**src/rtl/u_interpolator_pkg.sv**
```systemverilog
// Shared Euler-engine definitions: FSM state encoding, sample width, default widths.
// Imported by the interpolator top and its lerp datapath.
package euler_pkg;

  localparam int ADDR_W_DEF = 13;
  localparam int DATA_W_DEF = 64;
  localparam int FRAC_W_DEF = 16;
  localparam int SAMPLE_W   = 16;

  typedef enum logic [2:0] {
    IDLE   = 3'd0,
    ISSUE  = 3'd1,
    READ   = 3'd2,
    WRITE  = 3'd3,
    FINISH = 3'd4
  } state_t;

  // Widen a sample by one bit so that U1-U0 cannot overflow.
  function automatic logic signed [SAMPLE_W:0] sext17(input logic [SAMPLE_W-1:0] s);
    return {s[SAMPLE_W-1], s};
  endfunction

endpackage

```
**src/rtl/u_interpolator_if.sv**
```systemverilog
// Control, RAM-port and status bundle of the input interpolator.
// The slave modport is the interpolator side; master is its controller/RAM side.
interface u_interpolator_if #(
  parameter int ADDRESS_WIDTH = 13,
  parameter int DATA_WIDTH    = 64,
  parameter int FRAC_W        = 16
);
  logic                     start;
  logic [ADDRESS_WIDTH-1:0] m_val;
  logic [FRAC_W-1:0]        t_frac;
  logic [ADDRESS_WIDTH-1:0] u0_base;
  logic [ADDRESS_WIDTH-1:0] u1_base;
  logic [ADDRESS_WIDTH-1:0] u_base;
  logic [ADDRESS_WIDTH-1:0] rd_add1;
  logic [ADDRESS_WIDTH-1:0] rd_add2;
  logic [DATA_WIDTH-1:0]    rd_data1;
  logic [DATA_WIDTH-1:0]    rd_data2;
  logic                     wr_en;
  logic [ADDRESS_WIDTH-1:0] wr_add;
  logic [DATA_WIDTH-1:0]    wr_data;
  logic                     busy;
  logic                     done;

  modport slave (
    input  start, m_val, t_frac, u0_base, u1_base, u_base, rd_data1, rd_data2,
    output rd_add1, rd_add2, wr_en, wr_add, wr_data, busy, done
  );

  modport master (
    output start, m_val, t_frac, u0_base, u1_base, u_base, rd_data1, rd_data2,
    input  rd_add1, rd_add2, wr_en, wr_add, wr_data, busy, done
  );
endinterface

```
**src/rtl/u_interpolator_lerp.sv**
```systemverilog
// Combinational lerp r = U0 + (U1-U0)*T_FRAC, shift by FRAC_W with floor or round-half-up.
// Build option INTERP_ROUND_EN selects round-half-up; the result always lies in [U0,U1].
module interp_lerp
  import euler_pkg::*;
#(
  parameter int FRAC_W = FRAC_W_DEF
) (
  input  logic [SAMPLE_W-1:0] u0,
  input  logic [SAMPLE_W-1:0] u1,
  input  logic [FRAC_W-1:0]   t_frac,
  output logic [SAMPLE_W-1:0] r
);

  localparam int P_W = SAMPLE_W + 1 + FRAC_W;

  logic signed [SAMPLE_W:0] d;
  logic signed [P_W-1:0]    p;
  logic signed [P_W-1:0]    p_adj;
  logic signed [P_W-1:0]    q;
  logic        [SAMPLE_W:0] sum;
  logic                     unused_q_bits;

  always_comb begin
    d = sext17(u1) - sext17(u0);
    p = P_W'(d) * P_W'($signed({1'b0, t_frac}));
`ifdef INTERP_ROUND_EN
    p_adj = p + (P_W'(1) <<< (FRAC_W - 1));
`else
    p_adj = p;
`endif
    q   = p_adj >>> FRAC_W;
    // Result fits 16 bits, so the low 17 bits of the step are sufficient.
    sum = sext17(u0) + q[SAMPLE_W:0];
    r   = sum[SAMPLE_W-1:0];
  end

  assign unused_q_bits = ^{q[P_W-1:SAMPLE_W+1], sum[SAMPLE_W]};

endmodule

```
**src/rtl/u_interpolator.sv**
```systemverilog
// Builds U(t) = U0 + (U1-U0)*T_FRAC element by element into the U region of the shared RAM.
// 3 cycles per element, DONE level 3*m+1 cycles after START; rounding via INTERP_ROUND_EN.
module u_interpolator
  import euler_pkg::*;
#(
  parameter int ADDRESS_WIDTH = ADDR_W_DEF,
  parameter int DATA_WIDTH    = DATA_W_DEF,
  parameter int FRAC_W        = FRAC_W_DEF
) (
  input logic             clk,
  input logic             rst_n,
  u_interpolator_if.slave bus
);

  state_t                   state;
  state_t                   state_nxt;
  logic [ADDRESS_WIDTH-1:0] m_q;
  logic [ADDRESS_WIDTH-1:0] u0_base_q;
  logic [ADDRESS_WIDTH-1:0] u1_base_q;
  logic [ADDRESS_WIDTH-1:0] u_base_q;
  logic [ADDRESS_WIDTH-1:0] idx;
  logic [FRAC_W-1:0]        t_q;
  logic [SAMPLE_W-1:0]      u0_q;
  logic [SAMPLE_W-1:0]      u1_q;
  logic [SAMPLE_W-1:0]      r;
  logic                     done_q;
  logic                     accept;
  logic                     last;
  logic                     unused_rd_bits;

  assign accept = (state == IDLE) && bus.start;
  assign last   = (idx == m_q - ADDRESS_WIDTH'(1));

  always_ff @(posedge clk or negedge rst_n) begin
    if (!rst_n) state <= IDLE;
    else        state <= state_nxt;
  end

  always_comb begin
    state_nxt = state;
    case (state)
      IDLE:    if (bus.start) state_nxt = (bus.m_val != '0) ? ISSUE : FINISH;
      ISSUE:   state_nxt = READ;
      READ:    state_nxt = WRITE;
      WRITE:   state_nxt = last ? FINISH : ISSUE;
      FINISH:  state_nxt = IDLE;
      default: state_nxt = IDLE;
    endcase
  end

  always_comb begin
    bus.rd_add1 = '0;
    bus.rd_add2 = '0;
    bus.wr_en   = 1'b0;
    bus.wr_add  = '0;
    bus.wr_data = '0;
    bus.busy    = (state != IDLE);
    bus.done    = done_q;
    case (state)
      ISSUE: begin
        bus.rd_add1 = u0_base_q + idx;
        bus.rd_add2 = u1_base_q + idx;
      end
      WRITE: begin
        bus.wr_en   = 1'b1;
        bus.wr_add  = u_base_q + idx;
        bus.wr_data = {{(DATA_WIDTH-SAMPLE_W){r[SAMPLE_W-1]}}, r};
      end
      default: ;
    endcase
  end

  // Operands are captured only on an accepted START; later input changes are ignored.
  always_ff @(posedge clk or negedge rst_n) begin
    if (!rst_n) begin
      m_q       <= '0;
      t_q       <= '0;
      u0_base_q <= '0;
      u1_base_q <= '0;
      u_base_q  <= '0;
      idx       <= '0;
      u0_q      <= '0;
      u1_q      <= '0;
      done_q    <= 1'b0;
    end else begin
      if (accept) begin
        m_q       <= bus.m_val;
        t_q       <= bus.t_frac;
        u0_base_q <= bus.u0_base;
        u1_base_q <= bus.u1_base;
        u_base_q  <= bus.u_base;
        idx       <= '0;
        done_q    <= 1'b0;
      end else if (state == FINISH) begin
        done_q    <= 1'b1;
      end
      if (state == READ) begin
        u0_q <= bus.rd_data1[SAMPLE_W-1:0];
        u1_q <= bus.rd_data2[SAMPLE_W-1:0];
      end
      if (state == WRITE) idx <= idx + ADDRESS_WIDTH'(1);
    end
  end

  interp_lerp #(.FRAC_W(FRAC_W)) u_lerp (
    .u0     (u0_q),
    .u1     (u1_q),
    .t_frac (t_q),
    .r      (r)
  );

  assign unused_rd_bits = ^{bus.rd_data1[DATA_WIDTH-1:SAMPLE_W], bus.rd_data2[DATA_WIDTH-1:SAMPLE_W]};

endmodule
```
**src/flat_wrapper.sv**
```systemverilog
// flat-port wrapper written by rule: the top's interface ports become plain ports
module u_interpolator_flat import euler_pkg::*;
#(
  parameter int ADDRESS_WIDTH = ADDR_W_DEF,
  parameter int DATA_WIDTH    = DATA_W_DEF,
  parameter int FRAC_W        = FRAC_W_DEF
)
  (clk, rst_n, bus_start, bus_m_val, bus_t_frac, bus_u0_base, bus_u1_base, bus_u_base, bus_rd_data1, bus_rd_data2, bus_rd_add1, bus_rd_add2, bus_wr_en, bus_wr_add, bus_wr_data, bus_busy, bus_done);
  u_interpolator_if #(.ADDRESS_WIDTH(ADDRESS_WIDTH), .DATA_WIDTH(DATA_WIDTH), .FRAC_W(FRAC_W)) bus_i ();
  input logic clk;
  input logic rst_n;
  input wire logic [$bits(bus_i.start)-1:0] bus_start;
  input wire logic [$bits(bus_i.m_val)-1:0] bus_m_val;
  input wire logic [$bits(bus_i.t_frac)-1:0] bus_t_frac;
  input wire logic [$bits(bus_i.u0_base)-1:0] bus_u0_base;
  input wire logic [$bits(bus_i.u1_base)-1:0] bus_u1_base;
  input wire logic [$bits(bus_i.u_base)-1:0] bus_u_base;
  input wire logic [$bits(bus_i.rd_data1)-1:0] bus_rd_data1;
  input wire logic [$bits(bus_i.rd_data2)-1:0] bus_rd_data2;
  output wire logic [$bits(bus_i.rd_add1)-1:0] bus_rd_add1;
  output wire logic [$bits(bus_i.rd_add2)-1:0] bus_rd_add2;
  output wire logic [$bits(bus_i.wr_en)-1:0] bus_wr_en;
  output wire logic [$bits(bus_i.wr_add)-1:0] bus_wr_add;
  output wire logic [$bits(bus_i.wr_data)-1:0] bus_wr_data;
  output wire logic [$bits(bus_i.busy)-1:0] bus_busy;
  output wire logic [$bits(bus_i.done)-1:0] bus_done;
  assign bus_i.start = bus_start;
  assign bus_i.m_val = bus_m_val;
  assign bus_i.t_frac = bus_t_frac;
  assign bus_i.u0_base = bus_u0_base;
  assign bus_i.u1_base = bus_u1_base;
  assign bus_i.u_base = bus_u_base;
  assign bus_i.rd_data1 = bus_rd_data1;
  assign bus_i.rd_data2 = bus_rd_data2;
  assign bus_rd_add1 = bus_i.rd_add1;
  assign bus_rd_add2 = bus_i.rd_add2;
  assign bus_wr_en = bus_i.wr_en;
  assign bus_wr_add = bus_i.wr_add;
  assign bus_wr_data = bus_i.wr_data;
  assign bus_busy = bus_i.busy;
  assign bus_done = bus_i.done;
  u_interpolator #(.ADDRESS_WIDTH(ADDRESS_WIDTH), .DATA_WIDTH(DATA_WIDTH), .FRAC_W(FRAC_W)) u_core (.clk(clk), .rst_n(rst_n), .bus(bus_i));
endmodule
```
**config.mk**
```make
export PLATFORM = sky130hd
export DESIGN_NAME = u_interpolator_flat
export DESIGN_NICKNAME = d
export VERILOG_FILES = /design/src/rtl/u_interpolator_pkg.sv /design/src/rtl/u_interpolator_if.sv /design/src/rtl/u_interpolator_lerp.sv /design/src/rtl/u_interpolator.sv /design/src/flat_wrapper.sv
export SDC_FILE = /design/constraint.sdc
export NUM_CORES = 1
export LEC_CHECK = 0
export CAP_MARGIN = 5
export CORE_ASPECT_RATIO = 0.5
export CORE_MARGIN = 2
export CORE_UTILIZATION = 35
export CTS_BUF_LIST = sky130_fd_sc_hd__clkbuf_2
export DETAILED_ROUTE_END_ITERATION = 10
export HOLD_SLACK_MARGIN = 0.05
export PLACE_DENSITY_LB_ADDON = 0.15
export SYNTH_ARGS = -nofsm -noshare
export SYNTH_HDL_FRONTEND = slang
export SYNTH_HIERARCHICAL = 1
export SYNTH_SLANG_ARGS = --single-unit
```
**constraint.sdc**
```tcl
create_clock -name clk -period 15.9 [get_ports clk]
set_input_delay 2.385 -clock clk [delete_from_list [all_inputs] [get_ports clk]]
set_output_delay 2.385 -clock clk [all_outputs]
set_load 0.05 [all_outputs]
```
### After elaboration in Yosys (flattened, before gate mapping)

Index checks and enable logic that the tools add are counted.

* bits in registers: 117
* latch bits: 0
* memory bits (writable): 0
* memory bits (read-only): 0
* bits of input ports: 199
* output and inout bits: 106
* logic and storage cells: 43
* memories: 0

* add/subtract/negate cells: 7
* $mul: 1
* div/mod/pow operators: 0
* order comparisons: 0
* eq/ne operators: 6
* shift-type cells: 0
* mux-type cells: 13
* bitwise operators: 0
* reduce and logical (&&, ||, !) cells: 6

Operators with widths (number)
* two-way mux 13 bit: 5
* two-way mux 64 bit: 1
* adder 13 bit: 3
* multiplier 17 x 17 -> 32 bit: 1
* subtractor 16 x 16 -> 17 bit: 1
* adder 16 bit: 1
* adder 13 x 1 -> 13 bit, second input constant: 1
* equality test 13 bit: 1
* nonzero test 13 bit: 1
* subtractor 13 x 1 -> 13 bit, second input constant: 1
* case mux 3 bit (4 select lines): 1
* two-way mux 3 bit: 3
* equality test 3 x 2 -> 1 bit, second input constant: 2
* nonzero test 2 bit: 2
* equality test 3 x 1 -> 1 bit, second input constant: 1
* equality test 3 bit, second input constant: 1
* logical NOT 3 bit: 1
* two-way mux 1 bit: 3
* nonzero test 3 bit: 1
* inequality test 2 bit, second input constant: 1
* logical AND 1 bit: 1

### Longest topological paths before layout

Gate-level depths: netlist (run 1).

* word-level depth: 4
* gate-level depth with buffers: 46
* mapped depth without buffers: 44

### Hierarchy

Netlist (run 1), hierarchy kept.

Modules (own cells, without submodules)
* interp_lerp: instances 1, cells an instance 1339, area an instance 11597.4 µm², sequential area each 0.0 µm²
* u_interpolator: instances 1, cells an instance 819, area an instance 7213.2 µm², sequential area each 2927.8 µm²

### Worst setup path after synthesis (run 1)

OpenSTA, ideal clock, no wires.

* path type: flip-flop to output port
* start: reg u_core.u0_q[1]
* end: out bus_wr_data[16]
* data arrival time: 10667 ps
* data required time: 13515 ps
* path slack: 2848 ps
* cell stages (with the launch flop): 40
* path buffers: 1
* path through: dfrtp_1 -> inv_1 -> ha_1 -> nor2b_1 -> o21ai_2 -> a21boi_1 -> o21a_1 -> o21ai_1 -> a31oi_1 -> a21o_1 -> o41ai_4 -> mux2_2 -> fa_1 -> fa_1 -> fa_1 -> inv_1 -> fa_1 -> fa_1 -> [... 4 more ...] -> and3_1 -> and3_1 -> a221o_1 -> a41oi_2 -> a21oi_1 -> a21oi_1 -> nand2b_1 -> a211oi_1 -> ha_1 -> a21o_1 -> nor3_1 -> o211ai_1 -> a31o_2 -> a21oi_1 -> xnor3_1 -> xnor2_1 -> and2_1 -> buf_4

* cells in the longest elaborated chain, start to end: 4

Ends and longest elaborated chain
* start, declared: RTL line u_interpolator.sv:23 `logic [SAMPLE_W-1:0] u0_q;`
* start signal, assigned: RTL line u_interpolator.sv:98 `u0_q <= bus.rd_data1[SAMPLE_W-1:0];`
* subtractor 16 x 16 -> 17 bit: RTL line u_interpolator_lerp.sv:24 `d = sext17(u1) - sext17(u0);`
* multiplier 17 x 17 -> 32 bit: RTL line u_interpolator_lerp.sv:25 `p = P_W'(d) * P_W'($signed({1'b0, t_frac}));`
* adder 16 bit (*): RTL line u_interpolator_lerp.sv:33 `sum = sext17(u0) + q[SAMPLE_W:0];`
* named net u_core.r[15]: RTL line u_interpolator.sv:25 `logic [SAMPLE_W-1:0] r;`
* two-way mux 64 bit (*): RTL line u_interpolator.sv:59 `case (state)`
* end, declared: RTL line flat_wrapper.sv:24 `output wire logic [$bits(bus_i.wr_data)-1:0] bus_wr_data;`

Mark *: on every way through the listed nets, which the timed path passes. The rest lies on a longest branch.

### Worst setup path in the final report (run 1)

* start: reg u_core.u0_q[0]
* end: out bus_wr_data[52]

Same word-level chain as after synthesis.

==> impl_metrics.prom, run 1 <==
# TYPE chip_impl_metric gauge
chip_impl_metric{name="num_antenna_cells",unit=""} 0
chip_impl_metric{name="avgRoutedWirePerCell",unit="um"} 16.87
chip_impl_metric{name="timing.setup.tns",unit="ns"} 0
chip_impl_metric{name="synth-async-reset-ratio",unit=""} 1.000
chip_impl_metric{name="timing.final.ws_setup",unit="ns"} 0.8470
chip_impl_info{name="timing.hold.worst.class",value="reg -> reg"} 1
chip_impl_info{name="cp-end-kind",value="output pin"} 1
chip_impl_metric{name="synth_xor_xnor_area_share",unit=""} 0.04729
chip_impl_info{name="synth_top_family_by_area",value="adder cells"} 1
chip_impl_metric{name="antenna_left",unit=""} 0
chip_impl_metric{name="placementRows",unit=""} 60
chip_impl_metric{name="area_taken_by_multi_input_logic_gates",unit="sq um"} 13860
chip_impl_metric{name="max_freq",unit="MHz"} 66.43
chip_impl_metric{name="post_cts.repair.setup_buffers",unit=""} 0
chip_impl_metric{name="fillers",unit=""} 5486
chip_impl_metric{name="slew-limit-headroom",unit=""} 0.2698
chip_impl_metric{name="synth.area.mux_share",unit=""} 0.03000
chip_impl_metric{name="final_core_util",unit=""} 0.4023
chip_impl_metric{name="grt_antenna_before_repair",unit=""} 2
chip_impl_metric{name="die_height",unit="um"} 167.9
chip_impl_metric{name="final_hold_vios",unit=""} 0
chip_impl_metric{name="required",unit="ns"} 13.52
chip_impl_metric{name="core",unit="sq um"} 53450
chip_impl_metric{name="detailedRoute.firstIterationViolations",unit=""} 691
chip_impl_metric{name="clkSlewWorstSetupHoldPaths",unit="ns"} 0.19
chip_impl_metric{name="cts_hold_buf",unit=""} 0
chip_impl_metric{name="syn_area",unit="sq um"} 18810
chip_impl_metric{name="final.setup_skew",unit="ns"} 0.03508
chip_impl_metric{name="groute.usage.overall",unit=""} 0.1868
chip_impl_metric{name="worst-slew-pin-transition",unit="ns"} 1.090
chip_impl_info{name="outcome",value="finished clean"} 1
chip_impl_metric{name="port_buffers",unit=""} 208
chip_impl_metric{name="pin_count_of_the_biggest_net_entering_global_routing",unit=""} 77
chip_impl_metric{name="clock_insertion_delay_worst_skew",unit="ns"} 0.68
chip_impl_metric{name="adder_cell_share_of_the_synthesized_area",unit=""} 0.3885
chip_impl_metric{name="mappedNetlistNets",unit=""} 2779
chip_impl_metric{name="global_route.overflow_total",unit=""} 0
chip_impl_metric{name="final_layout_size_suffix_gt1_frac",unit=""} 0.05514
chip_impl_info{name="critical_path.slowest_cell",value="clkdlybuf4s50_1"} 1
chip_impl_metric{name="area_growth_from_synthesis_to_layout",unit="%"} 14.33
chip_impl_metric{name="routed_via_density",unit=""} 4.750
chip_impl_metric{name="number_of_setup_violations_in_the_final_report",unit=""} 0
chip_impl_metric{name="crit_fanout",unit=""} 49
chip_impl_metric{name="cts_max_path_buffers",unit=""} 2
chip_impl_info{name="most_used_cells_in_the_layout_excluding_fill_and_tap_cells",value="inv_1, nand2_1, fa_1, clkdlybuf4s50_1, ha_1"} 1
chip_impl_info{name="clock_tree_from_tritoncts",value="yes"} 1
chip_impl_info{name="most_common_library_cell_in_the_layout_ignoring_fill_and_taps",value="inv_1"} 1
chip_impl_metric{name="sequential_cell_area",unit="sq um"} 2928
chip_impl_metric{name="post_cts_resize_count",unit=""} 0
chip_impl_metric{name="finalCriticalPeriod",unit="ns"} 15.05
chip_impl_metric{name="dr_total_vias",unit=""} 14240
chip_impl_info{name="startpoint_type",value="flip-flop"} 1
chip_impl_metric{name="arrival",unit="ns"} 12.67
chip_impl_info{name="worst_path_most_repeated_cell",value="fa_1"} 1
chip_impl_metric{name="first_pass_iters",unit=""} 5
chip_impl_metric{name="design.portCount",unit=""} 305
chip_impl_info{name="clock_tree.root_cell",value="clkbuf_2"} 1
chip_impl_metric{name="ys.warnings.count",unit=""} 6
chip_impl_info{name="synth_top_flop_cell",value="dfrtp_1"} 1
chip_impl_metric{name="drv.max_cap_violation_count",unit=""} 0
chip_impl_metric{name="post-route-drc-count",unit=""} 0
chip_impl_metric{name="synth_edf_count",unit=""} 0
chip_impl_metric{name="drv_slew",unit=""} 0
chip_impl_metric{name="clock-sinks",unit=""} 117
chip_impl_metric{name="syn_area_per_cell",unit="sq um"} 8.717
chip_impl_metric{name="dp_hpwl",unit="um"} 39010
chip_impl_metric{name="number_of_cells_produced_by_synthesis",unit=""} 2158
chip_impl_metric{name="die_w",unit="um"} 331.9
chip_impl_metric{name="synth.lib_cells_used.distinct",unit=""} 78
chip_impl_info{name="path_class",value="reg -> out"} 1
chip_impl_metric{name="synth-simple-area-share",unit=""} 0.1821
chip_impl_metric{name="htree_levels",unit=""} 4
chip_impl_metric{name="slowest_delay",unit="ns"} 0.90
chip_impl_metric{name="die-area",unit="sq um"} 55730
chip_impl_metric{name="layout_worst_path_cycle_share",unit=""} 0.9467
chip_impl_metric{name="synth-seq-cells",unit=""} 117
chip_impl_metric{name="initial_utilization",unit=""} 0.3519
chip_impl_metric{name="synth-seq-area-share",unit=""} 0.1556
chip_impl_metric{name="global_route_wire_length_before_repair",unit="um"} 82190
chip_impl_metric{name="layout.nets",unit=""} 2894
chip_impl_metric{name="cts_inserted_buffers",unit=""} 17
chip_impl_info{name="rsz0062_at_grt",value="false"} 1
chip_impl_metric{name="number_of_global_route_vias_before_repair",unit=""} 14930
chip_impl_metric{name="postRouteWirelength",unit="um"} 50570
chip_impl_metric{name="pre_cts_slack",unit="ns"} 1.575
chip_impl_metric{name="synth-compound-area-share",unit=""} 0.08374
chip_impl_metric{name="finalWeightedCongestion",unit=""} 0.8192
-- routing by layer --
metal | global-route usage | share of wire
met1 | 0.2501 | 0.46
met4 | 0.03142 | 0.013
met2 | 0.3266 | 0.49
met5 | 0 | 0.00044
met3 | 0.02661 | 0.038
-- worst max-delay path: cells and delay by family, from the launching register on --
kind	cells	cell delay, ns
fa+ha+maj	10	4.62
buf+inv	4	1.36
flops	1	0.44
xor+xnor	3	0.68
simple gates	9	1.73
compound gates	13	3.16
-- path summary, 6_finish.rpt --
| check | start | to | slack (ns) | depth (start not counted) |
|---|---|---|---|---|
| min | u_core/t_q[15]$_DFFE_PN0P_ | u_core/t_q[15]$_DFFE_PN0P_ | 0.50 | 2 |
| max reg2reg | u_core/m_q[0]$_DFFE_PN0P_ | u_core/state[2]$_DFFE_PN0P_ | 13.01 | 9 |
| min reg2reg | u_core/t_q[15]$_DFFE_PN0P_ | u_core/t_q[15]$_DFFE_PN0P_ | 0.50 | 2 |
| max | u_core/u0_q[0]$_DFFE_PN0P_ | bus_wr_data[52] | 0.85 | 39 |
| min in group asynchronous | rst_n | u_core/u0_q[5]$_DFFE_PN0P_ | 1.77 | 1 |
| max in group asynchronous | rst_n | u_core/u0_q[14]$_DFFE_PN0P_ | 12.83 | 2 |
-- cell families (layout without fill, tap and decap cells) --
group                      Yosys count  after routing
muxes                               51             51
buffers and inverters              511            638
xor gates and xnor gates           100            100
AOI/OAI and AO/OA                  230            230
adders and majority gates          422            422
DFF                                117            117
and+or+nand+nor                    727            727
-- sequential cells by signal (all words and copies together) (netlist names) --
signal / cells
u_core/bus.done: 1
u_core/t_q: 16
u_core/u0_q: 16
u_core/m_q: 13
u_core/u1_base_q: 13
u_core/u0_base_q: 13
u_core/idx: 13
u_core/state: 3
u_core/u1_q: 16
u_core/u_base_q: 13
-- per-stage QoR --
| step | hold slack (ns) | cell area, sq um | cells |
|---|---|---|---|
| 2_1_floorplan | 0.4438 | 18810 | 2158 |
| 3_3_place_gp | 0.4616 | 21340 | 2967 |
| 3_5_place_dp | 0.4662 | 21340 | 2967 |
| 4_1_cts | 0.5086 | 21510 | 2998 |
| 5_1_grt | 0.5456 | 21510 | 2998 |
| 6_report | 0.5000 | 21510 | 2998 |
-- Yosys cell counts, drive strengths merged (45+ instances only) --
cell type	number	area, sq um
ha	152	1902
o21ai	45	229.0
clkbuf	77	289.0
a21oi	54	270.3
nand2	374	1406
fa	270	5405
xnor2	72	630.6
nor2	81	304.0
inv	377	1415
dfrtp	117	2928
and2	121	757.0
buf	57	416.7
-- area by class of cell --
cell class | instances | share of cell area
Inverter | 377 | 0.06580
Timing Repair Buffer | 230 | 0.1044
Clock inverter | 10 | 0.002851
Clock buffer | 21 | 0.004887
Sequential cell | 117 | 0.1361
Tap cell | 713 | 0.04148
Multi-Input combinational cell | 1530 | 0.6445
Power of run 1 is left out: the tool's default activity adds up to more than one toggle a clock period on the data nets, which glitch-free logic cannot reach.
==> run 2: changes to the inputs <==
--- a/config.mk
+++ b/config.mk
@@ -8,7 +8,7 @@
 export CAP_MARGIN = 5
 export CORE_ASPECT_RATIO = 0.5
 export CORE_MARGIN = 2
-export CORE_UTILIZATION = 35
+export CORE_UTILIZATION = 57
 export CTS_BUF_LIST = sky130_fd_sc_hd__clkbuf_2
 export DETAILED_ROUTE_END_ITERATION = 10
 export HOLD_SLACK_MARGIN = 0.05
==> constraint.sdc (replaced) <==
create_clock -name clk -period 14.9 [get_ports clk]
set_input_delay 2.235 -clock clk [delete_from_list [all_inputs] [get_ports clk]]
set_output_delay 2.235 -clock clk [all_outputs]
set_load 0.05 [all_outputs]
==> run 2 against run 1 <==
Sequential share of layout area increased by 0.13 points. First-iteration DRC count up 24%. Via count is 2.4% higher. Register-to-register slack worse by 0.89 ns. Clock skew is 0.0042 ns higher. Worst hold slack gained 0.0045 ns. Flip-flop and latch count is the same. Routed wire length fell by 7.0%. Highest routed layer is now met4. Critical path depth decreased by 2.
==> impl_metrics.prom, run 2 (synthesized netlist as in run 1, its figures left out) <==
# TYPE chip_impl_metric gauge
chip_impl_metric{name="initial_utilization",unit=""} 0.5868
chip_impl_metric{name="worst-slew-pin-transition",unit="ns"} 1.171
chip_impl_metric{name="timing.setup.tns",unit="ns"} 0
chip_impl_metric{name="grt_antenna_before_repair",unit=""} 1
chip_impl_metric{name="groute.usage.overall",unit=""} 0.2813
chip_impl_info{name="cp-end-kind",value="output pin"} 1
chip_impl_info{name="most_common_library_cell_in_the_layout_ignoring_fill_and_taps",value="inv_1"} 1
chip_impl_metric{name="pre_cts_slack",unit="ns"} 1.011
chip_impl_metric{name="area_growth_from_synthesis_to_layout",unit="%"} 13.23
chip_impl_metric{name="slowest_delay",unit="ns"} 0.81
chip_impl_metric{name="timing.reg2reg.worst_path_depth",unit=""} 9
chip_impl_info{name="regToRegStartpoint",value="u_core/m_q[0]$_DFFE_PN0P_"} 1
chip_impl_metric{name="register_to_register_path_setup_slack",unit="ns"} 12.12
chip_impl_metric{name="fillers",unit=""} 2715
chip_impl_metric{name="layout.nets",unit=""} 2897
chip_impl_metric{name="post_cts.repair.setup_buffers",unit=""} 0
chip_impl_metric{name="final.setup_skew",unit="ns"} 0.03926
chip_impl_info{name="outcome",value="finished clean"} 1
chip_impl_metric{name="final_layout_size_suffix_gt1_frac",unit=""} 0.05374
chip_impl_metric{name="worstHoldPathCells",unit=""} 2
chip_impl_metric{name="post-route-drc-count",unit=""} 0
chip_impl_metric{name="global_route_wire_length_before_repair",unit="um"} 76510
chip_impl_metric{name="avgRoutedWirePerCell",unit="um"} 17.28
chip_impl_metric{name="slew-limit-headroom",unit=""} 0.2141
chip_impl_metric{name="finalCriticalPeriod",unit="ns"} 14.31
chip_impl_info{name="hold_path.startpoint",value="u_core/t_q[12]$_DFFE_PN0P_"} 1
chip_impl_metric{name="global_route.overflow_total",unit=""} 0
chip_impl_metric{name="core",unit="sq um"} 32060
chip_impl_metric{name="design.portCount",unit=""} 305
chip_impl_metric{name="postRouteWirelength",unit="um"} 47040
chip_impl_metric{name="layout_worst_path_cycle_share",unit=""} 0.9602
chip_impl_metric{name="arrival",unit="ns"} 12.07
chip_impl_metric{name="routed_via_density",unit=""} 5.355
chip_impl_info{name="clock_tree.root_cell",value="clkbuf_2"} 1
chip_impl_metric{name="dr_total_vias",unit=""} 14580
chip_impl_info{name="hold_end",value="u_core/t_q[12]$_DFFE_PN0P_"} 1
chip_impl_metric{name="clock_insertion_delay_worst_skew",unit="ns"} 0.72
chip_impl_metric{name="first_pass_iters",unit=""} 7
chip_impl_metric{name="max_freq",unit="MHz"} 69.89
chip_impl_metric{name="htree_levels",unit=""} 4
chip_impl_metric{name="final_core_util",unit=""} 0.6644
chip_impl_metric{name="die_height",unit="um"} 132.5
chip_impl_metric{name="timing.final.ws_setup",unit="ns"} 0.5927
chip_impl_metric{name="port_buffers",unit=""} 208
chip_impl_metric{name="drv_slew",unit=""} 0
chip_impl_info{name="highest_routed_layer",value="met4"} 1
chip_impl_metric{name="antenna_left",unit=""} 0
chip_impl_metric{name="die_w",unit="um"} 260.9
chip_impl_metric{name="final_cell_area",unit="sq um"} 21300
chip_impl_info{name="timing.hold.worst.class",value="reg -> reg"} 1
chip_impl_info{name="rsz0062_at_grt",value="true"} 1
chip_impl_info{name="most_used_cells_in_the_layout_excluding_fill_and_tap_cells",value="inv_1, nand2_1, fa_1, clkdlybuf4s50_1, ha_1"} 1
chip_impl_metric{name="met3_wirelength",unit="um"} 2628
chip_impl_info{name="critical_path.slowest_cell",value="xor2_1"} 1
chip_impl_metric{name="number_of_setup_violations_in_the_final_report",unit=""} 0
chip_impl_metric{name="finalWeightedCongestion",unit=""} 0.8861
chip_impl_metric{name="met1_routed_wirelength_after_detailed_routing",unit="um"} 20640
chip_impl_metric{name="dp_hpwl",unit="um"} 35410
chip_impl_metric{name="cts_inserted_buffers",unit=""} 17
chip_impl_info{name="startpoint_type",value="flip-flop"} 1
chip_impl_metric{name="drv.max_cap_violation_count",unit=""} 0
chip_impl_metric{name="die-area",unit="sq um"} 34560
chip_impl_metric{name="clkSlewWorstSetupHoldPaths",unit="ns"} 0.17
chip_impl_metric{name="final_hold_vios",unit=""} 0
chip_impl_info{name="reg2reg_to",value="u_core/state[2]$_DFFE_PN0P_"} 1
chip_impl_info{name="clock_tree_from_tritoncts",value="yes"} 1
chip_impl_metric{name="detailedRoute.firstIterationViolations",unit=""} 859
chip_impl_metric{name="required",unit="ns"} 12.66
chip_impl_metric{name="cts_max_path_buffers",unit=""} 2
chip_impl_info{name="worst_path_most_repeated_cell",value="fa_1"} 1
chip_impl_metric{name="clock-sinks",unit=""} 117
chip_impl_metric{name="number_of_global_route_vias_before_repair",unit=""} 14750
chip_impl_info{name="largest_registers",value="u_core/t_q x16, u_core/u0_q x16, u_core/u1_q x16"} 1
chip_impl_metric{name="crit_fanout",unit=""} 49
chip_impl_metric{name="placementRows",unit=""} 46
chip_impl_info{name="path_class",value="reg -> out"} 1
chip_impl_metric{name="met2_layer_wire_length_in_the_routed_design",unit="um"} 23080
chip_impl_metric{name="pin_count_of_the_biggest_net_entering_global_routing",unit=""} 77
chip_impl_metric{name="detailed_place.area",unit="sq um"} 20940
==> run 2: cell types whose count changed in the layout (fill, tap and decap cells not counted), sizes merged, moves of 2 or more <==
cell	delta
buf	+3
bufinv	+3
clkinv	+2
clkbuf	-2
clkdlybuf4s50	-49
dlymetal6s2s	+47
==> run 2: critical path: cells and delay by family, from the launching register on <==
family,cells,cell delay (ns)
buffers and inverters,4,0.97
xor gates and xnor gates,3,1.40
AOI/OAI and AO/OA,13,2.95
and+or+nand+nor,7,1.15
DFF,1,0.43
adders and majority gates,10,4.42
==> run 2: how the worst max path moves through the flow <==
stage                                     from         endpoint  slack, ns
floorplan           u_core/u0_q[1]$_DFFE_PN0P_  bus_wr_data[16]       2.00
global placement    u_core/u0_q[0]$_DFFE_PN0P_  bus_wr_data[18]       1.16
detailed placement  u_core/u0_q[0]$_DFFE_PN0P_  bus_wr_data[56]       1.01
CTS                 u_core/u0_q[0]$_DFFE_PN0P_  bus_wr_data[56]       0.16
global route        u_core/u0_q[0]$_DFFE_PN0P_  bus_wr_data[41]      -0.12
finish              u_core/u0_q[0]$_DFFE_PN0P_  bus_wr_data[23]       0.59
==> run 2: area by class of cell <==
cell class,count,area (sq um),area share
multi-input combinational,1530,13790,0.6475
clock inverter,15,162.7,0.007637
tap,432,540.5,0.02538
antenna,1,2.502,0.0001175
clock buffer,17,85.08,0.003995
sequential,117,2928,0.1375
inverter,377,1415,0.06644
timing repair buffer,233,2375,0.1115
==> run 2: per-layer routing <==
metal | track usage | up-vias
li1 | - | 6915
met1 | 0.3832 | 7206
met2 | 0.4822 | 405
met3 | 0.03946 | 50
met4 | 0.05619 | 0
met5 | 0 | -
==> run 2: what timing repair did <==
item                                    in CTS  in global routing
endpoints found under the setup margin       0                 49
hold endpoints to repair                     0                  0
gates resized for setup                      0                 51
hold buffers                                 0                  0
==> run 2: through the flow <==
step / instances / hold slack (ns)
4_1_cts: 2721 / 0.5102
2_1_floorplan: 2158 / 0.4438
3_5_place_dp: 2689 / 0.4697
5_1_grt: 2721 / 0.5356
3_3_place_gp: 2689 / 0.4646
6_report: 2722 / 0.5045
Power of run 2 is left out for the same reason.
==> RTL change (flow settings as in run 2) <==
Reset style: synchronous (`rst_n`), changed in 2 clocked blocks.
--- a/src/rtl/u_interpolator.sv
+++ b/src/rtl/u_interpolator.sv
@@ -32,5 +32,5 @@
   assign last   = (idx == m_q - ADDRESS_WIDTH'(1));
 
-  always_ff @(posedge clk or negedge rst_n) begin
+  always_ff @(posedge clk) begin
     if (!rst_n) state <= IDLE;
     else        state <= state_nxt;
@@ -72,5 +72,5 @@
 
   // Operands are captured only on an accepted START; later input changes are ignored.
-  always_ff @(posedge clk or negedge rst_n) begin
+  always_ff @(posedge clk) begin
     if (!rst_n) begin
       m_q       <= '0;
Formal check against the unedited RTL: not equivalent (Yosys sat finds a counterexample within 4 cycles, from zero or initial values and one cycle with rst_n low; the reset may be asserted at any time).
==> RTL change against run 2 <==
- wire length is 0.97% higher
- setup slack better by 0.079 ns
- register-to-register slack better by 0.32 ns
- non-clock buffer count is 6 lower
- final area is 0.89% lower
- synthesized area is 0.71% lower
- via count is 2.7% higher
- die area is 0.69% lower
- synthesized cell count is 4.4% higher
- hold slack worse by 0.019 ns
- sequential cell count stayed put
- largest cell class unchanged
Power is left out: it rests on default switching activity, and per cell area and clock period it moved more than threefold.
==> RTL change: results (changes against run 2) <==
Route:
- The met3 routed wirelength was 2640 um (+0.38%).
- The total number of vias is 14966 (+2.7%).
- The met1 wire length is 20900 um (+1.5%).
- The total met2 wirelength after detailed routing is 23000 um (-0.16%).

Final layout:
- The post-route non-filler standard cell count is 2801 (+2.9%).
- The final-layout fill cell count is 2815 (+3.7%).

Place:
- The weighted congestion at the end of routability-driven global placement came to 0.877 (-1.1%).

Timing:
- The worst slack on hold paths is 0.486 ns (-0.0189 ns).
- The worst-case clock skew is 0.0309 ns (-0.00832 ns).
- The worst slew slack as a fraction of its limit is 0.190 (-0.0237).

Setup path:
- The worst flop-to-flop path endpoint is u_core/state[0].
- The path depth of the worst reg2reg path is 8 (-1).
- The delay of the slowest cell on the worst path was 0.57 ns (-0.24 ns).
- The end of the critical path is bus_wr_data[45].

Logic synthesis:
- The adder and majority gate portion of the synthesized area is 0.391 (+0.00276).
- The xor-xnor portion of the synthesized cell area came to 0.0420 (-0.00529).
- The commonest cells after synthesis are nand2_1, inv_1, fa_1, ha_1, and2_1.
- The number of library cell types mapped by synthesis is 70 (-10%).
- In the synthesized netlist the dominant register cell turns out to be dfxtp_1.
- The multiplexer area fraction after synthesis was 0.0168 (-0.0132).

Outcome:
- The run finished with clean final reports.

Global routing:
- The global-route track usage on met3 was 0.0402 (+0.000713).
- The overall track demand over capacity in global routing came to 0.286 (+0.00471).
- The met1 usage in global routing is 0.383 (about the same).
- The wire length of the first global-routing pass is 78300 um (+2.4%).
- The global-route track usage on met2 was 0.491 (+0.00882).

Worst hold path:
- The worst hold path begins at u_core/u1_base_q[11].
## RTL change: cell types whose count changed in the layout (fill, tap and decap cells not counted), sizes merged, moves of 7 or more
| cell | delta |
|---|---|
| mux2 | -32 |
| nand2 | +18 |
| or3 | +7 |
| mux2i | +11 |
| a21boi | +105 |
| dfrtp | -117 |
| and2 | +10 |
| a21oi | +7 |
| xnor2 | -9 |
| dfxtp | +117 |
| nand3 | -7 |
## RTL change: layout make-up
class | count | area share
Antenna cell | 4 | 0.000474
Clock buffer | 18 | 0.00427
Clock inverter | 14 | 0.00753
Inverter | 381 | 0.0677
Multi-Input combinational cell | 1608 | 0.673
Sequential cell | 117 | 0.111
Tap cell | 432 | 0.0256
Timing Repair Buffer | 227 | 0.110
## RTL change: repair_timing
action / in CTS / in global routing
hold endpoints to repair: 0 / 0
gates resized for setup: 0 / 54
setup endpoints to repair: 0 / 51
